## src/rtl/dm1_4_buf_pkg.sv

```systemverilog
// Shared constants and types for the 1-to-4 demultiplexing buffer.
package dm1_4_buf_pkg;
    localparam int DATA_W = 11;
    localparam int NUM_CH = 4;
    localparam int CNT_W  = 8;

    typedef logic [1:0] ch_idx_t;
endpackage

```

## src/rtl/dm1_4_buf_slot.sv

```systemverilog
// One output channel: single-entry holding register with valid flag and a
// modulo-256 delivered-word counter.
module dm_slot
    import dm1_4_buf_pkg::*;
#(
    parameter int W = DATA_W
) (
    input  logic             clk,
    input  logic             rst_n,
    input  logic             load,
    input  logic [W-1:0]     load_data,
    input  logic             out_ready,
    output logic             out_valid,
    output logic [W-1:0]     out_data,
    output logic [CNT_W-1:0] cnt
);
    logic             valid_q, valid_d;
    logic [W-1:0]     data_q, data_d;
    logic [CNT_W-1:0] cnt_q, cnt_d;
    logic             out_xfer;

    always_comb begin
        // NOTE: every combinational output gets a default first so no path can infer a latch.
        valid_d  = valid_q;
        data_d   = data_q;
        cnt_d    = cnt_q;
        out_xfer = valid_q & out_ready;

        if (out_xfer) begin
            valid_d = 1'b0;
            cnt_d   = cnt_q + 1'b1;
        end
        // A load in the same cycle as a drain refills the slot with no bubble.
        if (load) begin
            valid_d = 1'b1;
            data_d  = load_data;
        end
    end

    // NOTE: the data register is reset too, because out_data must read zero during reset.
    always_ff @(posedge clk or negedge rst_n) begin
        if (!rst_n) begin
            // NOTE: sequential state uses non-blocking assignments so all flops update together.
            valid_q <= 1'b0;
            data_q  <= '0;
            cnt_q   <= '0;
        end else begin
            valid_q <= valid_d;
            data_q  <= data_d;
            cnt_q   <= cnt_d;
        end
    end

    assign out_valid = valid_q;
    assign out_data  = data_q;
    assign cnt       = cnt_q;
endmodule

```

## src/rtl/dm1_4_buf.sv

```systemverilog
// 1-to-4 demultiplexing buffer: routes each accepted word to the channel
// selected by in_sel; each channel drains independently.
module dm1_4_buf
    import dm1_4_buf_pkg::*;
#(
    parameter int W = DATA_W
) (
    input  logic              clk,
    input  logic              rst_n,
    input  logic              in_valid,
    output logic              in_ready,
    input  ch_idx_t           in_sel,
    input  logic [W-1:0]      in_data,
    output logic [NUM_CH-1:0] out_valid,
    input  logic [NUM_CH-1:0] out_ready,
    output logic [W-1:0]      out_data0,
    output logic [W-1:0]      out_data1,
    output logic [W-1:0]      out_data2,
    output logic [W-1:0]      out_data3,
    output logic [CNT_W-1:0]  cnt0,
    output logic [CNT_W-1:0]  cnt1,
    output logic [CNT_W-1:0]  cnt2,
    output logic [CNT_W-1:0]  cnt3
);
    logic [NUM_CH-1:0] load;
    logic [W-1:0]      data_arr [NUM_CH];
    logic [CNT_W-1:0]  cnt_arr  [NUM_CH];

    // Ready depends only on the addressed slot, never on in_valid.
    always_comb begin
        in_ready     = ~out_valid[in_sel] | out_ready[in_sel];
        load         = '0;
        load[in_sel] = in_valid & in_ready;
    end

    for (genvar k = 0; k < NUM_CH; k++) begin : g_slot
        dm_slot #(.W(W)) u_slot (
            .clk       (clk),
            .rst_n     (rst_n),
            .load      (load[k]),
            .load_data (in_data),
            .out_ready (out_ready[k]),
            .out_valid (out_valid[k]),
            .out_data  (data_arr[k]),
            .cnt       (cnt_arr[k])
        );
    end

    assign out_data0 = data_arr[0];
    assign out_data1 = data_arr[1];
    assign out_data2 = data_arr[2];
    assign out_data3 = data_arr[3];
    assign cnt0      = cnt_arr[0];
    assign cnt1      = cnt_arr[1];
    assign cnt2      = cnt_arr[2];
    assign cnt3      = cnt_arr[3];
endmodule

```

## config.mk

```make
export PLATFORM = sky130hd
export DESIGN_NAME = dm1_4_buf
export DESIGN_NICKNAME = d
export VERILOG_FILES = /design/src/rtl/dm1_4_buf_pkg.sv /design/src/rtl/dm1_4_buf_slot.sv /design/src/rtl/dm1_4_buf.sv
export SDC_FILE = /design/constraint.sdc
export NUM_CORES = 1
export LEC_CHECK = 0
export CAP_MARGIN = 20
export CELL_PAD_IN_SITES_DETAIL_PLACEMENT = 1
export CELL_PAD_IN_SITES_GLOBAL_PLACEMENT = 1
export CORE_MARGIN = 4
export CORE_UTILIZATION = 37
export CTS_BUF_LIST = sky130_fd_sc_hd__clkbuf_16
export DETAILED_ROUTE_END_ITERATION = 10
export PLACE_DENSITY = 0.79
export SLEW_MARGIN = 40
export SYNTH_ARGS = -nofsm -noshare
export SYNTH_HDL_FRONTEND = slang
export SYNTH_SLANG_ARGS = --single-unit
export TNS_END_PERCENT = 1
```

## constraint.sdc

```tcl
create_clock -name clk -period 2.3 [get_ports clk]
set_clock_uncertainty 0.15 [all_clocks]
set_input_delay 0.69 -clock clk [delete_from_list [all_inputs] [get_ports clk]]
set_output_delay 0.69 -clock clk [all_outputs]
set_load 0.1 [all_outputs]
```

* After elaboration in Yosys (flattened, before gate mapping)
Index checks and enable logic that the tools add are counted.
** Operators by class
- Bitwise operators :: 8
- Reductions and logical operators :: 5
- $lt $le $gt $ge :: 2
- Muxes and demuxes :: 14
- Add/sub/neg operators :: 4
** Operators with widths (number)
- 8-bit by 1-bit adder with 8-bit output (second input constant) :: 4
- 1-bit 2-to-1 mux :: 11
- 2-bit nonzero test :: 4
- 1-bit AND :: 5
- 4-bit AND :: 1
- 1-bit binary-select mux with 2-bit select :: 2
- 2-bit by 3-bit < comparator with 1-bit output (second input constant) :: 1
- 1-bit demux with 2-bit select :: 1
- 2-bit by 1-bit greater-or-equal comparator with 1-bit output (second input constant) :: 1
- 1-bit logical AND :: 1
- 1-bit NOT :: 1
- 1-bit bitwise OR :: 1
** Word-level totals
- Flip-flop bits (word level) :: 80
- Output and inout port bits :: 81
- Word-level logic and storage cells :: 45

* Depth between registers and ports, before layout
- Depth in word-level cells :: 7
- Gate-level depth with buffers :: 4
- Gate-level depth less buffers :: 4

* Modules after synthesis
From an unflattened synthesis, not the netlist that was laid out.
** Second synthesis, totals
- Cells, all modules :: 229
- Area, all modules :: 3324.4 µm²
** Modules (own cells, without submodules)
- dm_slot :: area an instance 805.8 µm², sequential area each 500.5 µm², instances 4, cells each 55
- dm1_4_buf :: area an instance 101.3 µm², sequential area each 0.0 µm², instances 1, cells each 9

* Least setup slack after synthesis
Ideal clock, no wire load.
- Path type :: input port to output port
- From :: input port out_ready[0]
- To :: output port in_ready
- Arrival time :: 1.769 ns
- Cell stages on the path :: 2
- Setup slack :: -0.309 ns
- Buffers on the path :: 0
- Cell sequence :: nand2b_1 mux4_1
** On the way
- Longest elaborated chain between the ends :: 3
** RTL lines
- start: declaration :: RTL line dm1_4_buf.sv:15 : input logic [NUM_CH-1:0] out_ready,
- 1-bit binary-select mux with 2-bit select :: RTL line dm1_4_buf.sv:31 : in_ready = ~out_valid[in_sel] | out_ready[in_sel];
- 1-bit 2-to-1 mux (not written as such) :: RTL line dm1_4_buf.sv:31
- 1-bit bitwise OR :: RTL line dm1_4_buf.sv:31
- end: declaration :: RTL line dm1_4_buf.sv:11 : output logic in_ready,
No other way between the ends. The select of a mux whose other input is x is not followed.

* Worst setup path after layout
- From :: input port out_ready[3]
- To :: output port in_ready
The elaborated chain is that of the path after synthesis.

==> impl_metrics.xml <==
<?xml version="1.0" encoding="UTF-8"?>
<metrics>
  <group name="logic_synthesis">
    <metric name="yosys_register_bits" unit="">80</metric>
    <metric name="synth_nets" unit="">254</metric>
    <metric name="synth_cells" unit="">230</metric>
    <metric name="ys.warnings.count" unit="">0</metric>
    <metric name="synth_top_cell_by_area" unit="">sky130_fd_sc_hd__dfrtp_1</metric>
    <metric name="synth_cell_types" unit="">25</metric>
    <metric name="synthTopCellsByCount" unit="">sky130_fd_sc_hd__dfrtp_1 (80), sky130_fd_sc_hd__mux2_2 (47), sky130_fd_sc_hd__xnor2_1 (21)</metric>
    <metric name="synth_seq_area_share" unit="%">61.37</metric>
    <metric name="synth.top_cells.by_area" unit="">sky130_fd_sc_hd__dfrtp_1 (61%), sky130_fd_sc_hd__mux2_2 (16%), sky130_fd_sc_hd__xnor2_1 (5.6%), sky130_fd_sc_hd__nand2_1 (2.0%), sky130_fd_sc_hd__nand4_1 (1.9%)</metric>
    <metric name="synth-edff-count" unit="">0</metric>
    <metric name="synth_largest_type_area_fraction" unit="%">61.37</metric>
    <metric name="async_flop_share" unit="%">100.0</metric>
    <metric name="synthesis.area_per_instance" unit="µm²">14.18</metric>
    <metric name="syn_area" unit="µm²">3262</metric>
    <metric name="synth-main-ff-cell" unit="">sky130_fd_sc_hd__dfrtp_1</metric>
    <metric name="synth.most_common_cell" unit="">sky130_fd_sc_hd__dfrtp_1</metric>
  </group>
  <group name="critical_path">
    <metric name="worstSetupStartpointType" unit="">input pin</metric>
    <metric name="crit_arrival" unit="ns">1.64</metric>
    <metric name="critical_path_required" unit="ns">1.46</metric>
    <metric name="reg2regPathDepth" unit="">7</metric>
    <metric name="crit_path_max_fanout" unit="">2</metric>
    <metric name="cp-end-kind" unit="">primary output</metric>
    <metric name="worst-setup-path-type" unit="">in2out</metric>
  </group>
  <group name="hold_path">
    <metric name="timing.hold.worst.class" unit="">in2async</metric>
  </group>
  <group name="timing">
    <metric name="slew-limit-headroom" unit="%">70.58</metric>
    <metric name="shortest_clock_period_the_worst_path_allows_after_layout" unit="ns">2.480</metric>
    <metric name="unrepaired_setup_endpoints_after_global_routing" unit="">yes</metric>
    <metric name="fin_setup_tns" unit="ns">-0.1799</metric>
    <metric name="timing.final.setup_violations" unit="">1</metric>
    <metric name="max_freq" unit="MHz">403.3</metric>
    <metric name="final_critical_path_setup_slack" unit="ns">-0.1799</metric>
    <metric name="hold_viol" unit="">0</metric>
    <metric name="layout_worst_path_cycle_share" unit="%">107.8</metric>
    <metric name="timing_max_transition_violations_final" unit="">0</metric>
    <metric name="worst_pin_slew" unit="ns">0.4413</metric>
  </group>
  <group name="drt">
    <metric name="drc" unit="">0</metric>
    <metric name="via_count" unit="">2277</metric>
    <metric name="detail-route-antenna-nets" unit="">0</metric>
    <metric name="wirelength" unit="mm">9.168</metric>
    <metric name="wl_per_cell" unit="µm">20.06</metric>
    <metric name="vias_per_cell" unit="">4.982</metric>
    <metric name="detail_route.iter0.violations" unit="">18</metric>
    <metric name="drt_pre_antenna_iters" unit="">4</metric>
  </group>
  <group name="cells_and_area">
    <metric name="areaGrowthSynthToFinish" unit="%">74.57</metric>
    <metric name="finish.utilization" unit="%">67.94</metric>
    <metric name="antennaDiodeCount" unit="">0</metric>
    <metric name="layout.nets" unit="">371</metric>
    <metric name="post_route_cells_drive_above_1_share" unit="%">49.15</metric>
  </group>
  <group name="power_and_ir_drop">
    <metric name="power.static_leakage" unit="nW">2.547</metric>
    <metric name="powerDensity" unit="nW/µm²">1474</metric>
    <metric name="ir_drop" unit="V">0.0006937</metric>
  </group>
  <group name="cts">
    <metric name="numClockSinks" unit="">80</metric>
    <metric name="cts_hold_buf" unit="">0</metric>
    <metric name="clockBufferDepth" unit="">2</metric>
    <metric name="worst_skew_pair_latency" unit="ns">0.33</metric>
    <metric name="clock-root-buffer" unit="">sky130_fd_sc_hd__clkbuf_16</metric>
    <metric name="cts_buffers" unit="">9</metric>
    <metric name="clkTransAtPathRegs" unit="ns">0.06</metric>
    <metric name="cts_tree" unit="">done</metric>
    <metric name="h-tree-depth" unit="">3</metric>
  </group>
  <group name="place">
    <metric name="gp_congestion" unit="">0.7352</metric>
    <metric name="dpl_hpwl" unit="mm">6.500</metric>
    <metric name="placement.io_buffers" unit="">100</metric>
  </group>
  <group name="die">
    <metric name="floorplan.core_area" unit="µm²">8382</metric>
    <metric name="die_width" unit="µm">101.9</metric>
    <metric name="std_cell_rows" unit="">33</metric>
    <metric name="initial_utilization" unit="%">38.92</metric>
    <metric name="fp.dieArea" unit="µm²">10380</metric>
    <metric name="ioPinCount" unit="">101</metric>
    <metric name="die_height" unit="µm">101.9</metric>
  </group>
  <group name="global_route">
    <metric name="grtUsageTotal" unit="%">19.00</metric>
    <metric name="largest_net_degree_at_the_start_of_global_routing" unit="">33</metric>
    <metric name="globalRouteMet3Util" unit="%">8.737</metric>
    <metric name="top_usage_layer" unit="">met2</metric>
    <metric name="met2_routing_resource_usage_after_global_routing" unit="%">34.10</metric>
    <metric name="via_count_of_the_first_global_routing_pass" unit="">2626</metric>
    <metric name="grt_first_pass_wirelength" unit="mm">14.66</metric>
    <metric name="global_route.overflow_total" unit="">0</metric>
    <metric name="antenna_found_initial" unit="">0</metric>
    <metric name="gr-usage-met1" unit="%">20.36</metric>
  </group>
  <group name="run_status">
    <metric name="failing_checks" unit="">setup timing</metric>
    <metric name="outcome" unit="">finished, violations left</metric>
  </group>
  <group name="job">
    <metric name="cap_viol_max_count" unit="">0</metric>
  </group>
</metrics>
## flip-flops by register name (all words and copies together) (netlist names)
register	flops
g_slot.u_slot.out_data	44
g_slot.u_slot.cnt	32
g_slot.u_slot.out_valid	4
## what timing repair did
action / CTS / global route
setup endpoints to repair: 1 / 1
gates resized for setup: 27 / 0
pin swaps: 0 / 0
buffers inserted: 2 / 1
## power breakdown
| part | switching, mW | total [mW] | internal (mW) |
|---|---|---|---|
| logic | 2.88 | 4.46 | 1.58 |
| clock network | 0.541 | 1.70 | 1.16 |
| registers | 0.496 | 2.23 | 1.73 |
| total | 3.91 | 8.39 | 4.48 |
## final timing paths
path                                       startpoint                            to  slack (ns)
max in group asynchronous                       rst_n       g_slot[1].u_slot.cnt[6]        1.21
min reg2reg                   g_slot[2].u_slot.cnt[7]       g_slot[2].u_slot.cnt[7]        0.38
max reg2reg                g_slot[3].u_slot.out_valid  g_slot[3].u_slot.out_data[7]        0.50
max                                      out_ready[3]                      in_ready       -0.18
min in group clk              g_slot[2].u_slot.cnt[7]       g_slot[2].u_slot.cnt[7]        0.38
min                                             rst_n       g_slot[0].u_slot.cnt[6]        0.15
## cell families after synthesis
kind of cell               Yosys count  synth area share [%]
DFF                                 80                 61.37
buffers and inverters               12                 2.647
adders and majority gates            4                 1.534
muxes                               49                 17.38
xor gates and xnor gates            28                 7.518
AOI/OAI and AO/OA                    2                0.3069
and+or+nand+nor                     55                 9.244
## worst max-delay path, stage by stage
cell and delay, ns:
sky130_fd_sc_hd__buf_6 0.10, sky130_fd_sc_hd__nand2b_4 0.13, sky130_fd_sc_hd__mux4_2 0.53, sky130_fd_sc_hd__buf_12 0.19
## cells in the final DEF (no fill, tap or decap), types with 2 or more instances in the layout
cell type / netlist / final
sky130_fd_sc_hd__bufinv_16: 0 / 4
sky130_fd_sc_hd__and3_1: 5 / 5
sky130_fd_sc_hd__xor2_1: 7 / 7
sky130_fd_sc_hd__buf_4: 5 / 12
sky130_fd_sc_hd__nand2_1: 17 / 17
sky130_fd_sc_hd__nor3b_2: 2 / 2
sky130_fd_sc_hd__and2_1: 2 / 2
sky130_fd_sc_hd__nand2b_4: 0 / 4
sky130_fd_sc_hd__clkbuf_16: 0 / 9
sky130_fd_sc_hd__xnor2_1: 21 / 21
sky130_fd_sc_hd__clkdlybuf4s50_1: 0 / 12
sky130_fd_sc_hd__nand4_1: 10 / 10
sky130_fd_sc_hd__buf_12: 0 / 86
sky130_fd_sc_hd__nor3_1: 2 / 2
sky130_fd_sc_hd__nor2_1: 4 / 4
sky130_fd_sc_hd__dfrtp_1: 80 / 79
sky130_fd_sc_hd__mux2_2: 47 / 47
sky130_fd_sc_hd__o21ai_0: 2 / 2
sky130_fd_sc_hd__nand3_1: 5 / 5
sky130_fd_sc_hd__ha_1: 4 / 4
sky130_fd_sc_hd__inv_1: 2 / 4
sky130_fd_sc_hd__buf_6: 3 / 4
## metal layers
layer / up-vias / part of all wire (%) / wire (µm)
met5: - / 0 / 0
met4: 0 / 0.80 / 73
met3: 9 / 9.0 / 829
met2: 74 / 54 / 4949
met1: 1170 / 36 / 3315
li1: 1024 / - / -
## cell type report
cell class | instances | area (µm²)
fill | 728 | 2688
sequential | 80 | 2003
timing repair buffer | 116 | 1991
multi-input combinational | 138 | 1200
clock buffer | 9 | 225.2
clock inverter | 7 | 136.4
tap | 105 | 131.4
inverter | 2 | 7.507
## through the flow
step                total power [mW]  setup slack [ns]  cells  area, µm²  hold WS [ns]
detailed placement             6.695           -0.5579    438       5303        0.3740
global placement               6.602           -0.5515    438       5303        0.3666
floorplan                      4.817          -0.09142    230       3281        0.2444
finish                         8.394           -0.1799    457       5694        0.1452
CTS                            8.484           -0.1824    456       5687        0.1602
global route                   8.673           -0.2017    457       5694        0.1765
Note: power is estimated with default switching activity, not from simulation.
